**src/rtl/mouse_transmitter.sv**
```systemverilog
// PS/2 host-to-device byte transmitter. Performs the host request-to-send
// sequence (clock held low, start bit, clock release), shifts out eight data
// bits LSB first plus odd parity on device falling edges, releases data for
// the stop bit, then checks the device acknowledge and waits for bus idle.
// Both PS/2 lines are driven only through output enables (open drain).
module mouse_transmitter #(
  parameter int unsigned T_CLK_HOLD  = 6000,
  parameter int unsigned T_SETUP     = 100,
  parameter int unsigned T_FIRST_CLK = 750000,
  parameter int unsigned T_TIMEOUT   = 100000
) (
  input  logic       CLK,
  input  logic       RESET,
  input  logic       CLK_MOUSE_IN,
  input  logic       DATA_MOUSE_IN,
  output logic       CLK_MOUSE_OUT_EN,
  output logic       DATA_MOUSE_OUT,
  output logic       DATA_MOUSE_OUT_EN,
  input  logic       SEND_BYTE,
  input  logic [7:0] BYTE_TO_SEND,
  output logic       BUSY,
  output logic       BYTE_SENT,
  output logic [1:0] BYTE_ERROR_CODE,
  output logic [2:0] state_dbg
);

  // Request handshake: SEND_BYTE is a single-cycle strobe that is accepted
  // only while BUSY=0 (state IDLE); BYTE_TO_SEND is captured in that cycle.
  // BUSY rises the next cycle and stays high until the state returns to IDLE;
  // BYTE_SENT pulses once per accepted request and BYTE_ERROR_CODE is valid
  // from that pulse until the next accepted request.

  typedef enum logic [2:0] {
    S_IDLE      = 3'd0,
    S_HOLD      = 3'd1,
    S_SEND      = 3'd2,
    S_ACK       = 3'd3,
    S_WAIT_IDLE = 3'd4,
    S_DONE      = 3'd5
  } state_t;

  localparam logic [19:0] DATA_START = 20'(T_CLK_HOLD - 1);
  localparam logic [19:0] HOLD_END   = 20'(T_CLK_HOLD + T_SETUP - 1);
  localparam logic [19:0] FIRST_LIM  = 20'(T_FIRST_CLK);
  localparam logic [19:0] TO_LIM     = 20'(T_TIMEOUT);

  state_t      state_q, state_d;
  logic [19:0] cnt_q, cnt_d;
  logic [3:0]  idx_q, idx_d;
  logic [7:0]  byte_q, byte_d;
  logic        parity_q, parity_d;
  logic        first_q, first_d;
  logic        clk_sync_q, clk_sync_d;
  logic        idle_q, idle_d;
  logic        clk_oe_q, clk_oe_d;
  logic        data_oe_q, data_oe_d;
  logic        data_out_q, data_out_d;
  logic        busy_q, busy_d;
  logic        sent_q, sent_d;
  logic [1:0]  err_q, err_d;

  logic        fe;
  logic [19:0] limit;
  logic        timed_out;

  assign fe        = clk_sync_q & ~CLK_MOUSE_IN;
  assign limit     = first_q ? TO_LIM : FIRST_LIM;
  assign timed_out = (cnt_q == limit);

  // Next-state, counters and registered line/status outputs.
  always_comb begin
    state_d    = state_q;
    cnt_d      = cnt_q;
    idx_d      = idx_q;
    byte_d     = byte_q;
    parity_d   = parity_q;
    first_d    = first_q;
    clk_oe_d   = clk_oe_q;
    data_oe_d  = data_oe_q;
    data_out_d = data_out_q;
    err_d      = err_q;
    clk_sync_d = CLK_MOUSE_IN;
    // Bus idle is registered so BYTE_SENT lands two cycles after idle.
    idle_d     = CLK_MOUSE_IN & DATA_MOUSE_IN;

    case (state_q)
      S_IDLE: begin
        clk_oe_d  = 1'b0;
        data_oe_d = 1'b0;
        if (SEND_BYTE) begin
          byte_d   = BYTE_TO_SEND;
          parity_d = ~^BYTE_TO_SEND;
          err_d    = 2'b00;
          cnt_d    = '0;
          idx_d    = '0;
          first_d  = 1'b0;
          clk_oe_d = 1'b1;
          state_d  = S_HOLD;
        end
      end
      S_HOLD: begin
        // Device falling edges are ignored while the host owns the clock.
        clk_oe_d = 1'b1;
        cnt_d    = cnt_q + 20'd1;
        if (cnt_q == DATA_START) begin
          data_oe_d  = 1'b1;
          data_out_d = 1'b0;
        end
        if (cnt_q == HOLD_END) begin
          clk_oe_d = 1'b0;
          cnt_d    = '0;
          state_d  = S_SEND;
        end
      end
      S_SEND: begin
        if (fe) begin
          cnt_d   = '0;
          first_d = 1'b1;
          if (idx_q <= 4'd8) begin
            data_out_d = idx_q[3] ? parity_q : byte_q[idx_q[2:0]];
            idx_d      = idx_q + 4'd1;
          end else begin
            data_oe_d = 1'b0;
            state_d   = S_ACK;
          end
        end else if (timed_out) begin
          clk_oe_d  = 1'b0;
          data_oe_d = 1'b0;
          err_d[1]  = 1'b1;
          state_d   = S_DONE;
        end else begin
          cnt_d = cnt_q + 20'd1;
        end
      end
      S_ACK: begin
        if (fe) begin
          cnt_d = '0;
          if (DATA_MOUSE_IN) err_d[0] = 1'b1;
          state_d = S_WAIT_IDLE;
        end else if (timed_out) begin
          clk_oe_d  = 1'b0;
          data_oe_d = 1'b0;
          err_d[1]  = 1'b1;
          state_d   = S_DONE;
        end else begin
          cnt_d = cnt_q + 20'd1;
        end
      end
      S_WAIT_IDLE: begin
        if (idle_q) begin
          state_d = S_DONE;
        end else if (timed_out) begin
          clk_oe_d  = 1'b0;
          data_oe_d = 1'b0;
          err_d[1]  = 1'b1;
          state_d   = S_DONE;
        end else begin
          cnt_d = cnt_q + 20'd1;
        end
      end
      S_DONE: begin
        state_d = S_IDLE;
      end
      default: begin
        clk_oe_d  = 1'b0;
        data_oe_d = 1'b0;
        state_d   = S_IDLE;
      end
    endcase

    busy_d = (state_d != S_IDLE);
    sent_d = (state_d == S_DONE);
  end

  // State and output registers; reset releases both lines immediately.
  always_ff @(posedge CLK or negedge RESET) begin
    if (!RESET) begin
      state_q    <= S_IDLE;
      cnt_q      <= '0;
      idx_q      <= '0;
      byte_q     <= '0;
      parity_q   <= 1'b0;
      first_q    <= 1'b0;
      clk_sync_q <= 1'b1;
      idle_q     <= 1'b0;
      clk_oe_q   <= 1'b0;
      data_oe_q  <= 1'b0;
      data_out_q <= 1'b0;
      busy_q     <= 1'b0;
      sent_q     <= 1'b0;
      err_q      <= 2'b00;
    end else begin
      state_q    <= state_d;
      cnt_q      <= cnt_d;
      idx_q      <= idx_d;
      byte_q     <= byte_d;
      parity_q   <= parity_d;
      first_q    <= first_d;
      clk_sync_q <= clk_sync_d;
      idle_q     <= idle_d;
      clk_oe_q   <= clk_oe_d;
      data_oe_q  <= data_oe_d;
      data_out_q <= data_out_d;
      busy_q     <= busy_d;
      sent_q     <= sent_d;
      err_q      <= err_d;
    end
  end

  assign CLK_MOUSE_OUT_EN  = clk_oe_q;
  assign DATA_MOUSE_OUT_EN = data_oe_q;
  assign DATA_MOUSE_OUT    = data_out_q;
  assign BUSY              = busy_q;
  assign BYTE_SENT         = sent_q;
  assign BYTE_ERROR_CODE   = err_q;
  assign state_dbg         = state_q;

endmodule

```
**config.mk**
```make
export PLATFORM = sky130hd
export DESIGN_NAME = mouse_transmitter
export DESIGN_NICKNAME = d
export VERILOG_FILES = /design/src/rtl/mouse_transmitter.sv
export SDC_FILE = /design/constraint.sdc
export NUM_CORES = 1
export LEC_CHECK = 0
export CORE_ASPECT_RATIO = 1.75
export CORE_UTILIZATION = 58
export DETAILED_ROUTE_END_ITERATION = 10
export PLACE_DENSITY = 0.84
export SLEW_MARGIN = 0
export SYNTH_ARGS = -nofsm -noshare
export SYNTH_HDL_FRONTEND = slang
export SYNTH_SLANG_ARGS = --single-unit
```
**constraint.sdc**
```tcl
create_clock -name CLK -period 2.36 [get_ports CLK]
set_input_delay 0.354 -clock CLK [delete_from_list [all_inputs] [get_ports CLK]]
set_output_delay 0.354 -clock CLK [all_outputs]
set_load 0.02 [all_outputs]
```
# After elaboration in Yosys (flattened, before gate mapping)
# Index checks and enable logic that the tools add are counted.
[totals] out_inout_bits=10 input_bits=13 register_bits=46 elab_cells=110
[op_classes] n_reduce_logical=18 bitwise=4 n_eq_ne=19 addsub=2 n_mux=50 order_cmp=2
[ops] op="20-bit two-way mux" count=6
[ops] op="20-bit one-hot mux with 4 select lines" count=1
[ops] op="20-bit by 13-bit equality test with 1-bit output, second input constant" count=2
[ops] op="1-bit two-way mux" count=23
[ops] op="3-bit two-way mux" count=7
[ops] op="20-bit by 1-bit adder with 20-bit output, second input constant" count=1
[ops] op="20-bit equality test" count=1
[ops] op="2-bit inequality test, second input constant" count=9
[ops] op="4-bit AND reduction" count=4
[ops] op="3-bit one-hot mux with 5 select lines" count=1
[ops] op="4-bit two-way mux" count=3
[ops] op="1-bit one-hot mux with 5 select lines" count=2
[ops] op="3-bit equality test, second input constant" count=3
[ops] op="3-bit AND reduction" count=3
[ops] op="4-bit one-hot mux with 2 select lines" count=1
[ops] op="8-bit XNOR reduction" count=1
[ops] op="3-bit by 2-bit equality test with 1-bit output, second input constant" count=2
[ops] op="1-bit one-hot mux with 2 select lines" count=3
[ops] op="2-bit nonzero test" count=3
[ops] op="3-bit nonzero test" count=2
[ops] op="5-bit AND reduction" count=1
[ops] op="4-bit by 1-bit adder with 4-bit output, second input constant" count=1
[ops] op="4-bit <= comparator, second input constant" count=1
[ops] op="3-bit by 4-bit less-than comparator with 1-bit output, second input constant" count=1
[ops] op="other kinds (11)" count=13

# Logic depth before layout (Yosys ltp)
# Gate-level depths: netlist (run 1).
[depth] ltp_word=6 depth_mapped=8 mapped_depth_nobuf=7

# Worst setup path after synthesis (run 1)
# No wires, ideal clock.
[synth_timing] path_kind="register -> register" from="reg state_q[2] (netlist: state_dbg[2])" to="reg byte_q[0]" arrival_time_ns=1.811 synth_period_minus_slack_ns=1.936 path_stages_with_launch=5 setup_ns=0.125 slack_ns=0.424 n_path_buf=2 path_cell_list="dfrtp_1 -> buf_4 -> nor4b_2 -> buf_4 -> mux2_2"
[synth_via] elab_chain_len=2
[synth_lines] element="from (decl)" line_no="47" rtl="state_t state_q, state_d;"
[synth_lines] element="from (signal assigned)" line_no="193" rtl="state_q <= state_d;"
[synth_lines] element="3-bit zero test" line_no="86" rtl="case (state_q)"
[synth_lines] element="2-bit AND reduction (no line)"
[synth_lines] element="to (signal assigned)" line_no="196" rtl="byte_q <= byte_d;"
[synth_lines] element="to (decl)" line_no="50" rtl="logic [7:0] byte_q, byte_d;"
# Every way passes these cells.
# A chain may end at the register's enable or synchronous reset.

# Worst setup path in the final report (run 1)
[layout_timing] from="reg state_q[1] (netlist: state_dbg[1])" to="reg cnt_q[19]"
[layout_via] elab_chain_len=4 word_cells_on_any_way=11 classes_between="6 x eq/ne; 1 x mux; 4 x reduce/logical"
[layout_lines] element="3-bit by 2-bit equality test with 1-bit output" line_no="86"
[layout_lines] element="2-bit OR reduction (no line)"
[layout_lines] element="4-bit nonzero test (no line)"
[layout_lines] element="3-bit AND reduction (no line)"
[layout_lines] element="to (signal assigned)" line_no="194" rtl="cnt_q <= cnt_d;"
[layout_lines] element="to (decl)" line_no="48" rtl="logic [19:0] cnt_q, cnt_d;"
# Several ways; a longest one is shown, not always the timed one.

==> results of run 1 <==
-- path summary, 6_finish.rpt --
check,slack (ps),start,depth (start not counted),endpoint
max,210,state_dbg[1],5,cnt_q[19]
min reg2reg,510,BYTE_ERROR_CODE[0],2,BYTE_ERROR_CODE[0]
min in group CLK,510,BYTE_ERROR_CODE[0],2,BYTE_ERROR_CODE[0]
min,70,RESET,1,cnt_q[14]
max in group asynchronous,1610,RESET,2,clk_sync_q
max reg2reg,210,state_dbg[1],5,cnt_q[19]
-- power by group through the flow --
| stage | Clock [uW] | Sequential (uW) | Combinational (uW) |
|---|---|---|---|
| floorplan | 0 | 1090 | 554 |
| global placement | 0 | 1110 | 752 |
| detailed placement | 0 | 1120 | 774 |
| CTS | 593 | 1100 | 779 |
| global route | 619 | 1130 | 861 |
| finish | 586 | 1100 | 782 |
-- per-layer routing --
layer  vias to the layer above  track usage, %  share of wire, %
met5                         -               0                 0
li1                       1102               -                 -
met4                         0            19.4               6.4
met3                        32            3.74               3.6
met1                      1129            33.8                37
met2                        74            50.7                53
-- state kept, by name (all words and copies together) (netlist names) --
name	flops
cnt_q	20
DATA_MOUSE_OUT	1
clk_sync_q	1
DATA_MOUSE_OUT_EN	1
byte_q	8
state_dbg	3
BYTE_ERROR_CODE	2
idle_q	1
BUSY	1
CLK_MOUSE_OUT_EN	1
BYTE_SENT	1
idx_q	4
first_q	1
parity_q	1
-- layout make-up --
type                            count  area, um^2  area share [%]
Clock buffer                        5        68.8            2.15
Timing Repair Buffer               42         378            11.8
Tap cell                           52        65.1            2.04
Multi-Input combinational cell    209        1460            45.6
Inverter                            9        33.8            1.06
Clock inverter                      3        40.0            1.25
Sequential cell                    46        1150            36.1
-- worst reg2reg max path, delay by kind of cell, from the launching register on --
family | cells | cell delay (ps)
flops | 1 | 450
compound gates | 4 | 1040
simple gates | 1 | 570
-- kinds of logic after synthesis --
logic type	after synthesis	share of synthesized area [%]
and+or+nand+nor	108	22.3
AOI/OAI and AO/OA	70	17.9
DFF	46	41.5
buffers and inverters	26	6.04
muxes	15	6.76
xor gates and xnor gates	12	3.78
adders and majority gates	4	1.80
-- Yosys cell counts (2+ instances only) --
cell type / count
dfrtp_1: 45
nor2_1: 27
a21oi_1: 16
nand2_1: 16
nand3_1: 13
mux2_2: 10
inv_1: 9
o21ai_0: 9
xnor2_1: 9
buf_2: 8
nand4_1: 8
nor3_1: 6
a31oi_1: 5
and2_1: 4
and3_1: 4
buf_6: 4
ha_1: 4
a211oi_1: 3
a22o_1: 3
a22oi_1: 3
a41oi_1: 3
mux2i_1: 3
nand2b_1: 3
nor2b_1: 3
nor4_1: 3
o21a_1: 3
xor2_1: 3
a21o_1: 2
a2bb2oi_1: 2
a311oi_1: 2
and4_1: 2
and4b_1: 2
buf_4: 2
mux4_2: 2
nor3_2: 2
o21bai_1: 2
o22ai_1: 2
or3_1: 2
-- through the flow --
step | utilization, % | cells | instance area [um^2] | total power [uW]
6_report | 69.1 | 366 | 3200 | 2470
5_1_grt | 69.1 | 366 | 3200 | 2610
4_1_cts | 69.1 | 366 | 3200 | 2480
3_5_place_dp | 66.7 | 358 | 3090 | 1890
3_3_place_gp | 66.7 | 358 | 3090 | 1860
2_1_floorplan | - | 281 | 2780 | 1640
==> impl_metrics.tcl, run 1 <==
set metrics [dict create \
    dr.pass1.iters 4 \
    synth_area_leaders "dfrtp_1 (41%), mux2_2 (4.1%), nor2_1 (3.6%)" \
    antennaDiodeCount 0 \
    hold_ws_ps 71.5 \
    slowest_delay_ps 570 \
    ys_types 70 \
    final_cell_mix "dfrtp_1 (45), nor2_1 (27), clkdlybuf4s50_1 (21)" \
    cts_setup_buffers 0 \
    start_util_pct 60.1 \
    vias 2337 \
    cp.arrival_ps 2360 \
    crit_type "reg -> reg" \
    drtIter0Drc 83 \
    intPower_uw 1660 \
    max-vdd-ir-drop_uv 635 \
    p_leak_uw 0.00138 \
    syn_to_final_growth_pct 15.0 \
    grt_pass1_vias 2365 \
    core_um2 4620 \
    crit_path_end_kind "flop" \
    antenna_found_initial 0 \
    numClockSinks 46 \
    clock_latency_ps 300 \
    grt_start_max_net_pins 29 \
    synth_seq_cells 46 \
    fin_setup_tns_ps 0 \
    outcome "completed" \
    final.setup.worst_slack_ps 211 \
    wl_mm 6.72 \
    cts_made_buffers 5 \
    pwr-share-clk_pct 23.7 \
    grt-ovfl-total 0 \
    p_per_area_nw_per_um2 774 \
    switching_share_pct 33.0 \
    slew_headroom_pct 44.9 \
    grt_usage_pct 30.2 \
    max_freq_mhz 465 \
    grt_pass1_wl_mm 11.1 \
    cp-start-kind "flop" \
    cts.clk_slew.worst_paths_ps 90 \
    post_cts_resized 0 \
    period_needed_ps 2150 \
    die_h_um 93.5 \
    port_buffers 22 \
    postRouteAntennaNets 0 \
    worst_path_max_delay_cell "or4b_4" \
    fin_nets 330 \
    rsz0062_at_grt "false" \
    worst-path-buf-inv 0 \
    ys_seq_area_share_pct 41.5 \
    setup-violations-final 0 \
    seqPwrFrac_pct 44.6 \
    synth_warnings 0 \
    pre_cts_ws_ps 49.7 \
    path_cells "or4b_4 > o211ai_2 > o31a_1 > a21oi_1 > a311oi_1" \
    synth_area_leader_cell "dfrtp_1" \
    critical_path_required_ps 2570 \
    synth_edf_count 0 \
    power.net_switching_uw 815 \
    synth_top_area_share_pct 40.5 \
    placementRows 33 \
    dieArea_um2 5080 \
    layout-drive-gt1-share_pct 18.5 \
    finClkSkew_ps 10.8 \
    dp_hpwl_mm 5.01 \
    ioPinCount 23 \
    worst_path_dominant_cell_family "compound AO/OA/AOI/OAI gates" \
    holdBufCountCts 0 \
    final-hold-violation-count 0 \
    fp.dieW_um 54.3 \
    place.gp.congestion 0.967 \
    vias_per_cell 6.39 \
    drcViolationCount 0 \
    clk_path_buf_depth 2 \
    cp_max_fo 14 \
    cap_violations 0 \
    syn-num-nets 298 \
    slew_violations 0 \
    nFillCells 346 \
    tritoncts "built" \
    netlist_area_um2 2780 \
    htree_levels 2 \
    combPwrFrac_pct 31.6 \
    dominantRegCellSynth "dfrtp_1" \
    synthArstFlopShare_pct 100 \
    cts_root_buf "clkbuf_8" \
    syn_inst 281 \
    wl_per_cell_um 18.4 \
    layout_commonest_cell "dfrtp_1" \
    syn_avg_cell_area_um2 9.88 \
    min_path_type "in -> async" \
    period_share_pct 91.0 \
    tightestPinTransition_ps 824 \
]
Power figures use the tool's default switching activity.
==> run 2, diff against run 1 <==
- REMOVE_ABC_BUFFERS: not set -> 1
- clock period: 2.36 -> 2.2 ns (I/O delays scaled with it)
==> run 2 against run 1 <==
  * Sequential share of layout area fell by 0.21 points
  * Non-clock buffer count rose by 5
  * Critical path depth rose by 3
  * Fmax rose by 1.3%
  * Critical endpoint is now CLK_MOUSE_OUT_EN
  * Highest routed layer unchanged
==> impl_metrics.tcl, run 2 (synthesized netlist as in run 1, its figures left out) <==
set metrics [dict create \
    vias 2385 \
    wl_mm 6.84 \
    critical_path_required_ps 2380 \
    path_cells "inv_1 > ha_1 > and4b_1 > nand4_1 > nor3_2 > buf_12 > a211oi_1 > or4_1" \
    dr.pass1.iters 4 \
    slew_violations 0 \
    crit_path_end_kind "flop" \
    dp.cells 363 \
    tritoncts "built" \
    grt-ovfl-total 0 \
    cts.clk_slew.worst_paths_ps 90 \
    start_util_pct 60.1 \
    dp_hpwl_mm 5.00 \
    seqPwrFrac_pct 45.5 \
    final.setup.worst_slack_ps 78.1 \
    wl_per_cell_um 18.4 \
    period_share_pct 96.4 \
    max_freq_mhz 471 \
    port_buffers 22 \
    cp-start-kind "flop" \
    ioPinCount 23 \
    worst_path_max_delay_cell "or4_1" \
    clock_latency_ps 310 \
    max-vdd-ir-drop_uv 698 \
    fp.dieW_um 54.3 \
    htree_levels 2 \
    grt_pass1_vias 2448 \
    finClkSkew_ps 12.0 \
    holdBufCountCts 0 \
    slew_headroom_pct 43.9 \
    reg2reg_from "cnt_q[0]" \
    period_needed_ps 2120 \
    grt_start_max_net_pins 38 \
    placementRows 33 \
    outcome "completed" \
    fin_nets 335 \
    antenna_found_initial 0 \
    regMostFlops "cnt_q" \
    intPower_uw 1680 \
    grt_pass1_wl_mm 11.1 \
    final-hold-violation-count 0 \
    post-route-util_pct 69.7 \
    final_cells 371 \
    p_per_area_nw_per_um2 804 \
    top_regs "cnt_q: 20 flops, byte_q: 8 flops, idx_q: 4 flops" \
    worst_path_dominant_cell_family "simple AND/OR/NAND/NOR gates" \
    setup-violations-final 0 \
    power.net_switching_uw 918 \
    cts_made_buffers 5 \
    cap_violations 0 \
    largest_register_ff_count 20 \
    antennaDiodeCount 0 \
    grt_usage_pct 30.7 \
    numClockSinks 46 \
    pwr-share-clk_pct 20.8 \
    final_cell_mix "dfrtp_1 (42), nor2_1 (27), buf_4 (24)" \
    cp-startpoint "cnt_q[0]" \
    layout_commonest_cell "dfrtp_1" \
    layout-drive-gt1-share_pct 21.0 \
    cp_max_fo 11 \
    drcViolationCount 0 \
    slowest_delay_ps 490 \
    cp.arrival_ps 2310 \
    drtIter0Drc 82 \
    post_cts_resized 0 \
    cts_setup_buffers 0 \
    min_path_type "in -> async" \
    rsz0062_at_grt "true" \
    syn_to_final_growth_pct 16.1 \
    hold_ws_ps 110 \
    core_um2 4620 \
    cts_root_buf "clkbuf_8" \
    crit_type "reg -> reg" \
    clk_path_buf_depth 2 \
    place.gp.congestion 0.952 \
    dieArea_um2 5080 \
    switching_share_pct 35.4 \
    tightestPinTransition_ps 841 \
    pre_cts_ws_ps 58.3 \
    vias_per_cell 6.43 \
    postRouteAntennaNets 0 \
    p_leak_uw 0.00139 \
    die_h_um 93.5 \
    power_uw 2590 \
    combPwrFrac_pct 33.7 \
    worst-path-buf-inv 2 \
]
## run 2: changes by cell type in the layout (fill, tap and decap cells not counted)
| cell | change |
|---|---|
| clkinv_4 | +1 |
| dfrtp_1 | -3 |
| bufinv_16 | -1 |
| o22ai_1 | -1 |
| o22ai_2 | +1 |
| buf_4 | +5 |
| dfrtp_2 | +3 |
| clkinv_2 | -1 |
| clkinvlp_4 | +1 |
## run 2: worst paths after layout
check	to	cells past startpoint	slack [ps]
setup / recovery	CLK_MOUSE_OUT_EN	8	80
hold / removal	cnt_q[12]	1	110
setup reg to reg	CLK_MOUSE_OUT_EN	8	80
hold reg to reg	BYTE_ERROR_CODE[1]	2	510
max in group asynchronous	idx_q[3]	2	1470
min in group CLK	clk_sync_q	1	500
## run 2: power groups by stage
stage	sequential, uW	combinational [uW]	clock, uW
2_1_floorplan	1200	494	0
3_3_place_gp	1180	832	0
3_5_place_dp	1180	848	0
4_1_cts	1170	867	544
5_1_grt	1200	943	571
6_report	1180	873	540
## run 2: layout make-up
type	count	area, um^2
Timing Repair Buffer	47	415
Inverter	9	33.8
Sequential cell	46	1160
Fill cell	353	1400
Multi-Input combinational cell	209	1460
Clock buffer	5	68.8
Clock inverter	3	21.3
Tap cell	52	65.1
## run 2: metrics by stage
step,area [um^2],TNS (ps)
after floorplan,2640,-57.9
after global placement,3120,0
after detailed placement,3120,0
after CTS,3210,0
after global routing,3220,-19.0
final,3220,0
## run 2: layer usage
metal | track usage, % | share of wire (%)
met1 | 32.3 | 36
met2 | 52.5 | 55
met3 | 4.39 | 3.7
met4 | 20.9 | 6.1
met5 | 0 | 0
## run 2: worst register-to-register path, stage by stage (launching register included)
cell	delay (ps)
dfrtp_2	460
inv_1	100
ha_1	170
and4b_1	200
nand4_1	140
nor3_2	210
buf_12	170
a211oi_1	60
or4_1	490
==> run 3, diff against run 2 <==
- PLACE_DENSITY: 0.84 -> 0.83
==> run 3 against run 2 <==
  * The run now ends with negative hold slack left
  * Global-route usage rose by 0.15 points
  * Clock-buffer cell count rose by 1
  * Clock skew fell by 6.8 ps
  * Via count rose by 1.2%
  * Setup slack improved by 63 ps
  * Cell count fell by 0.54%
==> impl_metrics.tcl, run 3 (synthesized netlist as in run 1, its figures left out) <==
set metrics [dict create \
    pre_cts_ws_ps 92.2 \
    place.gp.congestion 0.964 \
    p_leak_uw 0.00141 \
    period_needed_ps 2060 \
    port_buffers 22 \
    vias_per_cell 6.54 \
    critical_path_required_ps 2380 \
    crit_path_end_kind "flop" \
    cts.clk_slew.worst_paths_ps 90 \
    start_util_pct 60.1 \
    regMostFlops "cnt_q" \
    dr.pass1.iters 4 \
    antenna_found_initial 0 \
    ioPinCount 23 \
    worstReg2RegEnd "CLK_MOUSE_OUT_EN" \
    crit_type "reg -> reg" \
    vias 2414 \
    fp.dieW_um 54.3 \
    final-hold-violation-count 17 \
    grt_usage_pct 30.8 \
    drcViolationCount 0 \
    grt_pass1_vias 2379 \
    grt_start_max_net_pins 27 \
    largest_register_ff_count 20 \
    cp_max_fo 8 \
    rr_worst_depth 8 \
    clock_latency_ps 300 \
    dieArea_um2 5080 \
    wl_per_cell_um 18.7 \
    top_regs "cnt_q: 20 flops, byte_q: 8 flops, idx_q: 4 flops" \
    nFillCells 350 \
    cp.arrival_ps 2240 \
    post_cts_resized 0 \
    violations "negative hold slack" \
    ff2ff_setup_slack_ps 140 \
    dp_hpwl_mm 5.13 \
    clk_path_buf_depth 2 \
    layout_commonest_cell "dfrtp_1" \
    holdBufCountCts 0 \
    final_cell_mix "dfrtp_1 (43), nor2_1 (27), buf_4 (22)" \
    tritoncts "built" \
    setup-violations-final 0 \
    max_freq_mhz 486 \
    max-vdd-ir-drop_uv 589 \
    htree_levels 2 \
    hold_ws_ps -7.95 \
    min_path_type "in -> async" \
    slew_headroom_pct 63.7 \
    drtIter0Drc 104 \
    grt-ovfl-total 0 \
    cts_made_buffers 5 \
    outcome "complete, but fails checks" \
    cp.depth 8 \
    numClockSinks 46 \
    worst-path-buf-inv 2 \
    cts_root_buf "clkbuf_8" \
    rsz0062_at_grt "false" \
    cap_violations 0 \
    fin_nets 333 \
    worst_path_max_delay_cell "or4_1" \
    syn_to_final_growth_pct 17.6 \
    final_cells 369 \
    layout-drive-gt1-share_pct 20.5 \
    placementRows 33 \
    cts_setup_buffers 0 \
    postRouteAntennaNets 0 \
    tightestPinTransition_ps 539 \
    core_um2 4620 \
    slew_violations 0 \
    wl_mm 6.90 \
    die_h_um 93.5 \
    slowest_delay_ps 480 \
    cp-start-kind "flop" \
    grt_pass1_wl_mm 11.3 \
    final.setup.worst_slack_ps 141 \
    antennaDiodeCount 0 \
    path_cells "inv_1 > ha_1 > and4b_1 > nand4_1 > nor3_2 > buf_4 > a211oi_1 > or4_1" \
    worst_path_dominant_cell_family "simple AND/OR/NAND/NOR gates" \
    p_per_area_nw_per_um2 862 \
    dp.cells 361 \
    period_share_pct 93.6 \
    reg2reg_from "cnt_q[1]" \
    finClkSkew_ps 5.19 \
]
[run 3: per-stage QoR]
stage / TNS, ps / power [uW] / util, % / hold slack [ps] / area, um^2
6_report: 0 / 2810 / 70.6 / -7.95 / 3270
2_1_floorplan: -57.9 / 1700 / - / 34.4 / 2640
3_3_place_gp: 0 / 1990 / 67.2 / 335 / 3110
5_1_grt: 0 / 2950 / 70.6 / 34.6 / 3270
3_5_place_dp: 0 / 2030 / 67.2 / 340 / 3110
4_1_cts: 0 / 2810 / 70.3 / 15.2 / 3250
[run 3: where the power goes]
| part | internal, uW | switching [uW] |
|---|---|---|
| Clock | 485 | 300 |
| Sequential | 1020 | 153 |
| Combinational | 426 | 433 |
| Total | 1930 | 886 |
[run 3: worst max-delay path by stage]
stage                       from          endpoint
finish                  cnt_q[1]  CLK_MOUSE_OUT_EN
global placement    CLK_MOUSE_IN         BYTE_SENT
CTS                     idx_q[0]         BYTE_SENT
global route            cnt_q[1]  CLK_MOUSE_OUT_EN
detailed placement      idx_q[0]         BYTE_SENT
floorplan           state_dbg[0]          idx_q[2]
[run 3: layout make-up]
class	count	area, um^2	share of cell area (%)
clock buffer	6	82.6	2.53
clock inverter	2	60.1	1.84
inverter	9	33.8	1.03
multi-input combinational	209	1470	45.0
sequential	46	1150	35.4
tap	52	65.1	1.99
timing repair buffer	45	400	12.3
[run 3: routing by layer]
metal  GRT usage, %  wire, um
met1           34.7      2500
met2           54.6      3850
met5              0         0
met4           13.2       267
met3           4.07       284
